--- src/rtl/axis_frame_stamper.sv ---
// AXI-Stream framer: prepends a sync/sequence + length header and enforces frame_size on the payload.
// Optional checksum trailer beat enabled by defining AXIS_FRAME_STAMPER_TRAILER_EN.
module axis_frame_stamper #(
  parameter logic [15:0] SYNC_WORD = 16'hA5A5,
  parameter int unsigned SEQ_W     = 16,
  parameter int unsigned CNT_W     = 16
) (
  input  logic             clk,
  input  logic             reset,
  input  logic [31:0]      frame_size,
  input  logic [31:0]      s_tdata,
  input  logic [3:0]       s_tkeep,
  input  logic             s_tlast,
  input  logic             s_tvalid,
  output logic             s_tready,
  output logic [31:0]      m_tdata,
  output logic [3:0]       m_tkeep,
  output logic             m_tlast,
  output logic             m_tvalid,
  input  logic             m_tready,
  output logic [SEQ_W-1:0] seq_num,
  output logic [CNT_W-1:0] err_short,
  output logic [CNT_W-1:0] err_long
);

`ifdef AXIS_FRAME_STAMPER_TRAILER_EN
  typedef enum logic [2:0] {IDLE, HDR0, HDR1, PAYLOAD, TRAILER, DISCARD} state_t;
`else
  typedef enum logic [2:0] {IDLE, HDR0, HDR1, PAYLOAD, DISCARD} state_t;
`endif

  state_t      state, state_nxt;
  logic [31:0] fs;
  logic [31:0] beat_cnt;
  logic        adv;
  logic        at_end;
  logic        load;
  logic [31:0] ld_data;
  logic [3:0]  ld_keep;
  logic        ld_last;
  logic        start;
  logic        take_beat;
  logic        bump_seq;
  logic        bump_short;
  logic        bump_long;

`ifdef AXIS_FRAME_STAMPER_TRAILER_EN
  logic [31:0] xor_acc;
  logic        long_pend;
`endif

  assign adv    = !m_tvalid || m_tready;
  assign at_end = (beat_cnt == fs - 32'd1);

  always_ff @(posedge clk) begin
    if (reset) state <= IDLE;
    else       state <= state_nxt;
  end

  always_comb begin
    state_nxt  = state;
    s_tready   = 1'b0;
    load       = 1'b0;
    ld_data    = '0;
    ld_keep    = '0;
    ld_last    = 1'b0;
    start      = 1'b0;
    take_beat  = 1'b0;
    bump_seq   = 1'b0;
    bump_short = 1'b0;
    bump_long  = 1'b0;
    case (state)
      IDLE: begin
        if (s_tvalid) begin
          start     = 1'b1;
          state_nxt = HDR0;
        end
      end
      HDR0: begin
        if (adv) begin
          load      = 1'b1;
          ld_data   = {SYNC_WORD, 16'(seq_num)};
          ld_keep   = 4'hF;
          state_nxt = HDR1;
        end
      end
      HDR1: begin
        if (adv) begin
          load      = 1'b1;
          ld_data   = fs;
          ld_keep   = 4'hF;
          state_nxt = PAYLOAD;
        end
      end
      PAYLOAD: begin
        s_tready = adv;
        if (s_tvalid && adv) begin
          load      = 1'b1;
          ld_data   = s_tdata;
          ld_keep   = s_tkeep;
          take_beat = 1'b1;
          if (s_tlast || at_end) begin
            bump_seq   = 1'b1;
            bump_short = s_tlast && !at_end;
            bump_long  = at_end && !s_tlast;
`ifdef AXIS_FRAME_STAMPER_TRAILER_EN
            state_nxt  = TRAILER;
`else
            ld_last    = 1'b1;
            state_nxt  = s_tlast ? IDLE : DISCARD;
`endif
          end
        end
      end
`ifdef AXIS_FRAME_STAMPER_TRAILER_EN
      TRAILER: begin
        if (adv) begin
          load      = 1'b1;
          ld_data   = xor_acc;
          ld_keep   = 4'hF;
          ld_last   = 1'b1;
          state_nxt = long_pend ? DISCARD : IDLE;
        end
      end
`endif
      DISCARD: begin
        s_tready = 1'b1;
        if (s_tvalid && s_tlast) state_nxt = IDLE;
      end
      default: state_nxt = IDLE;
    endcase
  end

  always_ff @(posedge clk) begin
    if (reset) begin
      fs        <= '0;
      beat_cnt  <= '0;
      seq_num   <= '0;
      err_short <= '0;
      err_long  <= '0;
      m_tvalid  <= 1'b0;
      m_tdata   <= '0;
      m_tkeep   <= '0;
      m_tlast   <= 1'b0;
    end else begin
      if (start) begin
        fs       <= (frame_size == '0) ? 32'd1 : frame_size;
        beat_cnt <= '0;
      end
      if (take_beat) beat_cnt <= beat_cnt + 32'd1;
      if (bump_seq) seq_num <= seq_num + 1'b1;
      if (bump_short && (err_short != '1)) err_short <= err_short + 1'b1;
      if (bump_long && (err_long != '1)) err_long <= err_long + 1'b1;
      if (load) begin
        m_tvalid <= 1'b1;
        m_tdata  <= ld_data;
        m_tkeep  <= ld_keep;
        m_tlast  <= ld_last;
      end else if (m_tready) begin
        m_tvalid <= 1'b0;
      end
    end
  end

`ifdef AXIS_FRAME_STAMPER_TRAILER_EN
  // Accumulator includes the final payload word, so TRAILER reads it one cycle later.
  always_ff @(posedge clk) begin
    if (reset) begin
      xor_acc   <= '0;
      long_pend <= 1'b0;
    end else begin
      if (state == HDR0) xor_acc <= '0;
      else if (take_beat) xor_acc <= xor_acc ^ s_tdata;
      if (bump_seq) long_pend <= bump_long;
    end
  end
`endif

endmodule

--- config.mk ---
export PLATFORM = sky130hd
export DESIGN_NAME = axis_frame_stamper
export DESIGN_NICKNAME = d
export VERILOG_FILES = /design/src/rtl/axis_frame_stamper.sv
export SDC_FILE = /design/constraint.sdc
export NUM_CORES = 1
export LEC_CHECK = 0
export BUFFER_PORTS_ARGS = -buffer_cell sky130_fd_sc_hd__buf_2
export CAP_MARGIN = 20
export CELL_PAD_IN_SITES_DETAIL_PLACEMENT = 0
export CELL_PAD_IN_SITES_GLOBAL_PLACEMENT = 1
export CORE_UTILIZATION = 35
export DETAILED_ROUTE_END_ITERATION = 7
export MAX_ROUTING_LAYER = met4
export PLACE_DENSITY_LB_ADDON = 0.1
export SKIP_CTS_REPAIR_TIMING = 1
export SYNTH_ARGS = -nofsm -noshare
export SYNTH_HDL_FRONTEND = slang
export SYNTH_SLANG_ARGS = --single-unit
--- constraint.sdc ---
create_clock -name clk -period 7.3 [get_ports clk]
set_clock_uncertainty 0.2 [all_clocks]
set_input_delay 0.365 -clock clk [delete_from_list [all_inputs] [get_ports clk]]
set_output_delay 0.365 -clock clk [all_outputs]
set_load 0.02 [all_outputs]
==> results.yml <==
detailed_routing:
  route.vias.total: 7819
  wirelength_um: 24700
  first_iter_violations: 491
  avgRoutedWirePerCell_um: 17.4
  viasPerCell: 5.51
  dr.pass1.iters: 8
  drc_errors: 8
  drt.antenna.violating_nets: 0
run_status:
  violations: "DRC, hold timing"
  status: "finished with violations"
power:
  p_leak_nw: 3.73
  peakVddDrop_v: 0.000148
  p_per_area_nw_per_um2: 246
cells_and_area:
  layout_common_cells: "buf_2 (158), dfxtp_1 (153), nand2_1 (146)"
  final_common_cell: "buf_2"
  antennaDiodeCount: 0
  stdcell_area_um2: 9590
  post-route-util: 0.437
  drive_gt1_frac: 0.205
  area_growth_syn_to_layout_pct: 21.3
  nNetsFinal: 1203
placed_design:
  postPlaceCellArea_um2: 8890
  dp_hpwl_um: 17300
  portBuffers: 159
  finalWeightedCongestion: 0.859
yosys:
  syn-cell-area_um2: 7910
  synth-edff-count: 0
  yosysUniqueCellTypes: 61
  synth_cells: 994
  synth_area_per_cell_um2: 7.96
  syn_nets: 1072
  seq_area_frac_synth: 0.387
  ys.flop_type: "dfxtp_1"
  synth_warnings: 0
  synth_seq_cells: 153
  async_flop_share: 0
global_routing:
  first_global_vias: 7268
  grt_pass1_wl_um: 39300
  grt_use_total: 0.219
  antenna_found_initial: 0
  grt_max_degree: 72
  grt_overflow_total: 0
clocking:
  h-tree-depth: 4
  clk_latency_ns: 0.43
  clock_sinks: 153
  clock_path_buffers: 2
  clkSlewWorstSetupHoldPaths_ns: 0.07
  clockRootBuffer: "clkbuf_16"
  cts_made_buffers: 17
  tritoncts: "yes"
worst_setup_path:
  critical_path_arrival_ns: 4.72
  path_max_fanout: 26
  worst_setup_path_end_kind: "flip-flop"
  startpoint_type: "flip-flop"
  critPathKind: "reg -> reg"
  cp.required_ns: 7.42
min_path:
  hp-class: "in -> reg"
floorplanning:
  die_area_um2: 23200
  ioPinCount: 160
  core_area_um2: 22000
  row_count: 54
  initial_core_util: 0.360
  die_h_um: 152
  die_w_um: 152
sta:
  grt_setup_unrepaired: "false"
  holdWs_ns: -0.0210
  hold_viol_final: 9
  slew_violations: 0
  fin_crit_ns: 4.60
  fmax_ghz: 0.217
  relSlewSlack: 0.422
  worstMarginPinSlew_ns: 0.859
  tns_ns: 0
  finalCritPeriodShare: 0.630
  finalSetupViolCount: 0
flow_run:
  max_cap_violations: 0
[kinds of logic (layout without fill, tap and decap cells)]
family,after synthesis,after routing,synth area share
DFF,153,153,0.387
buffers and inverters,78,222,0.0378
and+or+nand+nor,460,460,0.294
AOI/OAI and AO/OA,222,222,0.183
xor gates and xnor gates,52,52,0.0576
adders and majority gates,5,5,0.00791
muxes,24,24,0.0326
[area by class of cell]
type,instances,area (µm²)
clock buffer,18,429
fill,2308,12400
timing repair buffer,180,986
inverter,10,37.5
sequential,153,3060
tap,280,350
multi-input combinational,763,4570
clock inverter,14,158
[layer usage]
layer,vias up,track usage,wire (µm)
met5,-,-,0
met4,0,0.0802,506
met3,32,0.0327,1080
met2,185,0.358,11800
met1,3712,0.273,11300
li1,3890,-,-
[where the power goes]
group	switching [mW]	internal, mW	total (mW)
registers	0.0626	0.884	0.947
logic	0.327	0.189	0.517
clock network	0.409	0.486	0.895
[Yosys cell counts (all sizes together) (6+ instances only)]
master / number / area [µm²]
nor3: 26 / 130
a221oi: 8 / 70.1
mux2i: 10 / 100
buf: 11 / 47.5
nor2: 83 / 312
o211ai: 8 / 60.1
and3: 19 / 119
or3: 13 / 81.3
dfxtp: 153 / 3060
nand2: 146 / 548
clkbuf: 57 / 214
or4: 24 / 184
nor2b: 24 / 150
a21oi: 99 / 495
or2: 10 / 62.6
o31ai: 14 / 105
xnor2: 27 / 236
xor2: 25 / 219
a222oi: 24 / 240
o21ai: 29 / 149
nand4: 19 / 119
nand3: 44 / 220
nor4b: 6 / 52.6
nor4: 21 / 153
mux2: 14 / 158
inv: 10 / 37.5
[registers in the layout, summed over array words and instances, names as in the netlist]
register	flops
seq_num	16
err_short	16
state	3
m_tdata	32
beat_cnt	32
err_long	16
m_tkeep	4
fs	32
m_tvalid	1
m_tlast	1
[stage by stage]
stage          instances  worst slack, ns  total power [mW]
5_1_grt             1418             2.22              2.48
2_1_floorplan        994             3.41              1.31
4_1_cts             1406             2.76              2.38
3_3_place_gp        1374             2.87              1.48
3_5_place_dp        1374             2.79              1.48
6_report            1418             2.70              2.36
[path summary, 6_finish.rpt]
kind	start	endpoint	slack, ns	depth (start not counted)
setup reg to reg	fs[4]	err_long[15]	2.70	10
hold / removal	s_tdata[27]	m_tdata[27]	-0.02	3
hold reg to reg	m_tdata[18]	m_tdata[18]	0.25	2
setup / recovery	fs[4]	err_long[15]	2.70	10
[critical path, cell delays in order (launching register included)]
cell and delay, ns:
dfxtp_1 0.39, nor3_1 0.63, nand4_1 0.36, xnor2_1 0.25
a2111oi_0 0.62, nand4_1 0.26, nor4_4 0.33, buf_4 0.29
nand2_1 0.47, nor3_1 0.35, mux2_2 0.35
Note: power is estimated with default switching activity, not from simulation.
